File: src/rtl/cpu_pkg.sv
// Shared CPU types and constants used by the fetch front end.
package cpu_pkg;

    typedef logic [31:0] virt_t;

    localparam virt_t RESET_PC = 32'hBFC0_0000;

    typedef enum logic [1:0] {
        PCG_RUN  = 2'd0,
        PCG_PEND = 2'd1,
        PCG_DS   = 2'd2
    } pcg_state_e;

endpackage

File: src/rtl/pc_gen.sv
// Fetch PC generator with MIPS delay-slot aware branch prediction
// and commit/BPU redirects.
module pc_gen #(
    parameter logic [31:0] RESET_PC = cpu_pkg::RESET_PC
) (
    input  logic        clk,
    input  logic        reset,
    input  logic        fetch_ready,
    input  logic        bpu_pred_valid,
    input  logic        bpu_taken,
    input  logic [31:0] bpu_target,
    input  logic        bpu_correct,
    input  logic [31:0] bpu_correct_target,
    input  logic        exc_redirect,
    input  logic [31:0] exc_target,
    output logic [31:0] pc,
    output logic        pc_valid,
    output logic        pc_is_ds,
    output logic        adel,
    output logic        flush
);

    import cpu_pkg::*;

    pcg_state_e state_q, state_d;
    virt_t      pc_q, pc_d;
    virt_t      tgt_q, tgt_d;
    virt_t      pc_inc;
    logic       valid_q;
    logic       fire;
    logic       redirect;
    logic       take;

    assign fire     = valid_q & fetch_ready;
    assign redirect = exc_redirect | bpu_correct;
    assign pc_inc   = pc_q + 32'd4;

    // A prediction seen in DS belongs to the delay slot itself.
    assign take = (state_q == PCG_RUN) & bpu_pred_valid & bpu_taken;

    always_comb begin
        pc_d    = pc_q;
        tgt_d   = tgt_q;
        state_d = state_q;
        if (exc_redirect) begin
            pc_d    = exc_target;
            tgt_d   = '0;
            state_d = PCG_RUN;
        end else if (bpu_correct) begin
            pc_d    = bpu_correct_target;
            tgt_d   = '0;
            state_d = PCG_RUN;
        end else begin
            unique case (state_q)
                PCG_RUN: begin
                    if (take) begin
                        if (fire) begin
                            pc_d    = bpu_target;
                            state_d = PCG_DS;
                        end else begin
                            tgt_d   = bpu_target;
                            state_d = PCG_PEND;
                        end
                    end else if (fire) begin
                        pc_d = pc_inc;
                    end
                end
                PCG_PEND: begin
                    if (fire) begin
                        pc_d    = tgt_q;
                        tgt_d   = '0;
                        state_d = PCG_DS;
                    end
                end
                PCG_DS: begin
                    state_d = PCG_RUN;
                    if (fire) begin
                        pc_d = pc_inc;
                    end
                end
                default: begin
                    state_d = PCG_RUN;
                end
            endcase
        end
    end

    always_ff @(posedge clk) begin
        if (reset) begin
            pc_q    <= RESET_PC;
            tgt_q   <= '0;
            state_q <= PCG_RUN;
            valid_q <= 1'b0;
        end else begin
            pc_q    <= pc_d;
            tgt_q   <= tgt_d;
            state_q <= state_d;
            valid_q <= 1'b1;
        end
    end

    assign pc       = pc_q;
    assign pc_valid = valid_q;
    assign pc_is_ds = valid_q & (take | (state_q == PCG_PEND));
    assign adel     = (pc_q[1:0] != 2'b00);
    assign flush    = ~reset & redirect;

endmodule

File: config.mk
export PLATFORM = sky130hd
export DESIGN_NAME = pc_gen
export DESIGN_NICKNAME = d
export VERILOG_FILES = /design/src/rtl/cpu_pkg.sv /design/src/rtl/pc_gen.sv
export SDC_FILE = /design/constraint.sdc
export NUM_CORES = 1
export LEC_CHECK = 0
export CORE_UTILIZATION = 42
export CTS_CLUSTER_SIZE = 20
export DETAILED_ROUTE_END_ITERATION = 10
export PLACE_DENSITY = 0.89
export SLEW_MARGIN = 0
export SYNTH_ARGS = -nofsm -noshare
export SYNTH_HDL_FRONTEND = slang
export SYNTH_SLANG_ARGS = --single-unit
export TNS_END_PERCENT = 5
File: constraint.sdc
create_clock -name clk -period 2.3 [get_ports clk]
set_input_delay 0.69 -clock clk [delete_from_list [all_inputs] [get_ports clk]]
set_output_delay 0.69 -clock clk [all_outputs]
set_load 0.02 [all_outputs]
==> metrics.txt <==
# TYPE chip_impl_metric gauge
chip_impl_metric{name="cp_data_arrival_time",unit="ns"} 1.62
chip_impl_metric{name="seq_area_frac_synth",unit=""} 0.316
chip_impl_metric{name="initial_core_util",unit=""} 0.434
chip_impl_metric{name="required",unit="ns"} 1.61
chip_impl_info{name="worst_hold_path.endpoint",value="pc[28]"} 1
chip_impl_metric{name="core_area",unit="mm^2"} 0.00977
chip_impl_metric{name="number_of_synthesis_warnings",unit=""} 0
chip_impl_metric{name="dpl.hpwl",unit="mm"} 12.4
chip_impl_metric{name="areaGrowthSynthToFinish",unit="%"} 58.0
chip_impl_metric{name="vias_in_the_first_global_route",unit=""} 5009
chip_impl_info{name="crit-reg2reg-launch",value="state_q[1]"} 1
chip_impl_metric{name="slew_headroom",unit=""} 0.692
chip_impl_info{name="min_from",value="pc[28]"} 1
chip_impl_info{name="cells_taking_the_most_area_after_synthesis",value="sky130_fd_sc_hd__dfxtp_1 32%, sky130_fd_sc_hd__a21oi_1 6.5%, sky130_fd_sc_hd__nor3b_1 5.8%"} 1
chip_impl_metric{name="yosys.area.top_type_share",unit=""} 0.316
chip_impl_info{name="yosys.cell_count.top_type",value="sky130_fd_sc_hd__dfxtp_1"} 1
chip_impl_info{name="critical_path_capture_point_type",value="output port"} 1
chip_impl_metric{name="path_clk_slew",unit="ns"} 0.08
chip_impl_info{name="setup_repair_after_global_routing_missed_its_margin",value="yes"} 1
chip_impl_metric{name="ys_async_sr_fraction",unit=""} 0
chip_impl_info{name="min_path_type",value="flip-flop to flip-flop"} 1
chip_impl_metric{name="insertedDiodeCount",unit=""} 0
chip_impl_metric{name="wire_per_inst",unit="um"} 18.9
chip_impl_metric{name="skew",unit="ns"} 0.00585
chip_impl_info{name="cts_root_buf",value="sky130_fd_sc_hd__clkbuf_8"} 1
chip_impl_metric{name="floorplan.die.width",unit="um"} 103
chip_impl_info{name="worstSetupStartpoint",value="exc_redirect"} 1
chip_impl_info{name="worst_path_max_delay_cell",value="sky130_fd_sc_hd__clkdlybuf4s50_1"} 1
chip_impl_metric{name="finalSetupViolCount",unit=""} 3
chip_impl_info{name="regToRegEndpoint",value="pc[25]"} 1
chip_impl_metric{name="synth-edff-count",unit=""} 0
chip_impl_info{name="synth_ff_type",value="sky130_fd_sc_hd__dfxtp_1"} 1
chip_impl_metric{name="syn-cell-area",unit="mm^2"} 0.00425
chip_impl_info{name="dominant_cell_type_by_count_on_the_critical_path",value="sky130_fd_sc_hd__nor2_2"} 1
chip_impl_metric{name="sequential_cell_area",unit="mm^2"} 0.00135
chip_impl_metric{name="synthesis.nets",unit=""} 647
chip_impl_metric{name="chipHeight",unit="um"} 103
chip_impl_metric{name="slew_violations",unit=""} 0
chip_impl_metric{name="worst_r2r_path_depth",unit=""} 9
chip_impl_metric{name="timing.final.crit_share",unit=""} 1.00
chip_impl_metric{name="min_tclk_post_route",unit="ns"} 2.31
chip_impl_metric{name="synthSimpleGateAreaFrac",unit=""} 0.250
chip_impl_metric{name="final.fill_count",unit=""} 777
chip_impl_metric{name="synth_area_per_cell",unit="um^2"} 7.86
chip_impl_metric{name="finalHoldViolations",unit=""} 0
chip_impl_metric{name="multi_input_area",unit="mm^2"} 0.00282
chip_impl_metric{name="track_usage",unit=""} 0.313
chip_impl_metric{name="die_area",unit="mm^2"} 0.0105
chip_impl_metric{name="crit_fanout",unit=""} 2
chip_impl_metric{name="number_of_clock_sinks",unit=""} 67
chip_impl_metric{name="worst_hold_slack",unit="ns"} 0.473
chip_impl_metric{name="synth_adder_area_share",unit=""} 0.0118
chip_impl_metric{name="insertion_delay",unit="ns"} 0.34
chip_impl_metric{name="drt.antenna.violating_nets",unit=""} 0
chip_impl_metric{name="synthMuxAreaShare",unit=""} 0.0144
chip_impl_info{name="most_used_standard_cells_in_the_synthesized_netlist",value="67 x sky130_fd_sc_hd__dfxtp_1, 55 x sky130_fd_sc_hd__a21oi_1, 49 x sky130_fd_sc_hd__nor2_1, 34 x sky130_fd_sc_hd__clkbuf_1, 33 x sky130_fd_sc_hd__nor3b_1"} 1
chip_impl_info{name="failing_checks",value="setup timing"} 1
chip_impl_metric{name="synth_compound_gate_area_share",unit=""} 0.332
chip_impl_metric{name="cts.hold.buffers_added",unit=""} 0
chip_impl_metric{name="tns",unit="ns"} -0.0108
chip_impl_metric{name="maximum_number_of_pins_on_one_net_before_global_route_repair",unit=""} 65
chip_impl_metric{name="detailroute.via_count",unit=""} 5435
chip_impl_metric{name="globalplace.congestion",unit=""} 0.937
chip_impl_metric{name="cts-buffers-inserted",unit=""} 9
chip_impl_metric{name="p_leak",unit="nW"} 2.50
chip_impl_metric{name="grt_antenna_before_repair",unit=""} 0
chip_impl_metric{name="setup.reg_to_reg.worst_slack",unit="ns"} 0.06
chip_impl_metric{name="netlist_cell_types",unit=""} 67
chip_impl_metric{name="dp_cells",unit=""} 858
chip_impl_metric{name="layoutNonFillerInstCount",unit=""} 874
chip_impl_metric{name="detail_route.wirelength",unit="mm"} 16.5
chip_impl_metric{name="route.detailed.vias_per_inst",unit=""} 6.22
chip_impl_info{name="worstSetupStartpointType",value="primary input"} 1
chip_impl_metric{name="io-pin-count",unit=""} 139
chip_impl_info{name="cp_cell_sequence",value="clkdlybuf4s50_1 > nor2_2 > nor2_2 > buf_2"} 1
chip_impl_metric{name="cells_after_synth",unit=""} 540
chip_impl_metric{name="final_util",unit=""} 0.687
chip_impl_metric{name="max_freq",unit="MHz"} 434
chip_impl_info{name="classification_of_the_worst_setup_path",value="primary input to output port"} 1
chip_impl_metric{name="first_pass_grt_wire_length",unit="mm"} 25.1
chip_impl_metric{name="cts_setup_buffers",unit=""} 0
chip_impl_info{name="synth_top_family_by_area",value="compound AO/OA/AOI/OAI gates"} 1
chip_impl_info{name="cts_tree",value="done"} 1
chip_impl_metric{name="port-buffer-count",unit=""} 138
chip_impl_metric{name="vdd.ir_drop.worst",unit="mV"} 0.283
chip_impl_metric{name="drc",unit=""} 0
chip_impl_metric{name="max_cap_viol_count",unit=""} 0
chip_impl_metric{name="max_slew.worst_pin.slew",unit="ns"} 0.462
chip_impl_info{name="status",value="complete, but fails checks"} 1
chip_impl_metric{name="final_critical_path_setup_slack",unit="ns"} -0.00502
chip_impl_metric{name="detail_route.first_pass.iterations",unit=""} 5
chip_impl_metric{name="yosys_register_bits",unit=""} 67
chip_impl_metric{name="post_synth_xor_area_fraction",unit=""} 0.0206
chip_impl_metric{name="drt_first_iter_violations",unit=""} 420
chip_impl_metric{name="timing.critical_path.slowest_cell_delay",unit="ns"} 0.51
chip_impl_metric{name="p_per_area",unit="mW/mm^2"} 499
chip_impl_metric{name="cts_htree_levels",unit=""} 3
chip_impl_metric{name="globalRouteOverflowTotal",unit=""} 0
chip_impl_info{name="synth_area_leader",value="sky130_fd_sc_hd__dfxtp_1"} 1
chip_impl_metric{name="hold-path-cell-count",unit=""} 2
chip_impl_metric{name="drive_above_1_share",unit=""} 0.208
chip_impl_metric{name="rows",unit=""} 36
chip_impl_metric{name="nNetsFinal",unit=""} 843
chip_impl_metric{name="maximum_number_of_buffers_from_clock_root_to_sink",unit=""} 2
placed cells by master (no fill, tap or decap), types with 4 or more instances in the layout:
master                              n
sky130_fd_sc_hd__and4_1             5
sky130_fd_sc_hd__nor3b_1           33
sky130_fd_sc_hd__a221oi_2           5
sky130_fd_sc_hd__xnor2_1            5
sky130_fd_sc_hd__o21ai_1            6
sky130_fd_sc_hd__nor2b_1            6
sky130_fd_sc_hd__and3_1             4
sky130_fd_sc_hd__nand3_1           14
sky130_fd_sc_hd__nand2_1           31
sky130_fd_sc_hd__o22ai_1           16
sky130_fd_sc_hd__o41ai_1            4
sky130_fd_sc_hd__a221oi_1          19
sky130_fd_sc_hd__xor2_1             5
sky130_fd_sc_hd__nand4_1            5
sky130_fd_sc_hd__buf_4             87
sky130_fd_sc_hd__o31ai_1            6
sky130_fd_sc_hd__nand2b_1           5
sky130_fd_sc_hd__buf_12             4
sky130_fd_sc_hd__a211oi_2           5
sky130_fd_sc_hd__mux2i_1            5
sky130_fd_sc_hd__or3_1              4
sky130_fd_sc_hd__nor2_1            47
sky130_fd_sc_hd__dfxtp_2            8
sky130_fd_sc_hd__dfxtp_1           59
sky130_fd_sc_hd__a21oi_1           54
sky130_fd_sc_hd__a221o_1           12
sky130_fd_sc_hd__inv_1             14
sky130_fd_sc_hd__o21ai_0           14
sky130_fd_sc_hd__nor3_1            15
sky130_fd_sc_hd__nor4_1             5
sky130_fd_sc_hd__clkdlybuf4s50_1  133
sky130_fd_sc_hd__clkbuf_8           9
worst max-delay path, delay by kind of cell:
kind                   cells  cell delay [ns]
buffers and inverters      2             0.70
AND/OR/NAND/NOR            2             0.21
how the worst max path moves through the flow:
stage / slack, ns / cells after the start / endpoint
4_1_cts: -0.07 / 4 / flush
2_1_floorplan: 0.02 / 6 / pc[12]
3_5_place_dp: -0.49 / 6 / pc[20]
3_3_place_gp: -0.46 / 8 / pc[22]
5_1_grt: -0.05 / 9 / pc[1]
6_report: -0.005 / 4 / flush
layer usage:
| metal | track usage | share of wire |
|---|---|---|
| met1 | 0.411 | 0.40 |
| met2 | 0.499 | 0.46 |
| met3 | 0.0732 | 0.11 |
| met4 | 0.115 | 0.023 |
| met5 | 0 | 0 |
registers in the layout, indices dropped and copies added, names as in the netlist:
name / flops
pc: 32
tgt_q: 32
state_q: 2
pc_valid: 1
power breakdown:
group / total, mW / switching (mW) / internal [mW]
logic: 1.02 / 0.477 / 0.543
registers: 1.32 / 0.0921 / 1.23
clock network: 1.01 / 0.506 / 0.506
kinds of logic after synthesis:
family,after synthesis
compound gates,199
xor+xnor,10
fa+ha+maj,4
buf+inv,60
flops,67
mux,6
simple gates,194
repair_timing:
item                       4_1_cts  5_1_grt
setup endpoints to repair       34       25
gates resized for setup         19       21
pin swaps                        1        3
metrics by stage:
stage / setup slack [ns] / total power, mW / instance area, um^2
final: -0.00502 / 3.35 / 6710
after global routing: -0.0498 / 3.48 / 6710
after CTS: -0.0721 / 3.33 / 6640
after detailed placement: -0.492 / 2.32 / 6390
after global placement: -0.459 / 2.29 / 6390
after floorplan: 0.0221 / 1.77 / 4280
cell type report:
type | instances | area share
multi-input combinational | 413 | 0.420
sequential | 67 | 0.201
timing repair buffer | 230 | 0.315
inverter | 15 | 0.00839
clock buffer | 9 | 0.0185
clock inverter | 7 | 0.0114
tap | 133 | 0.0248
Note: power is estimated with default switching activity, not from simulation.
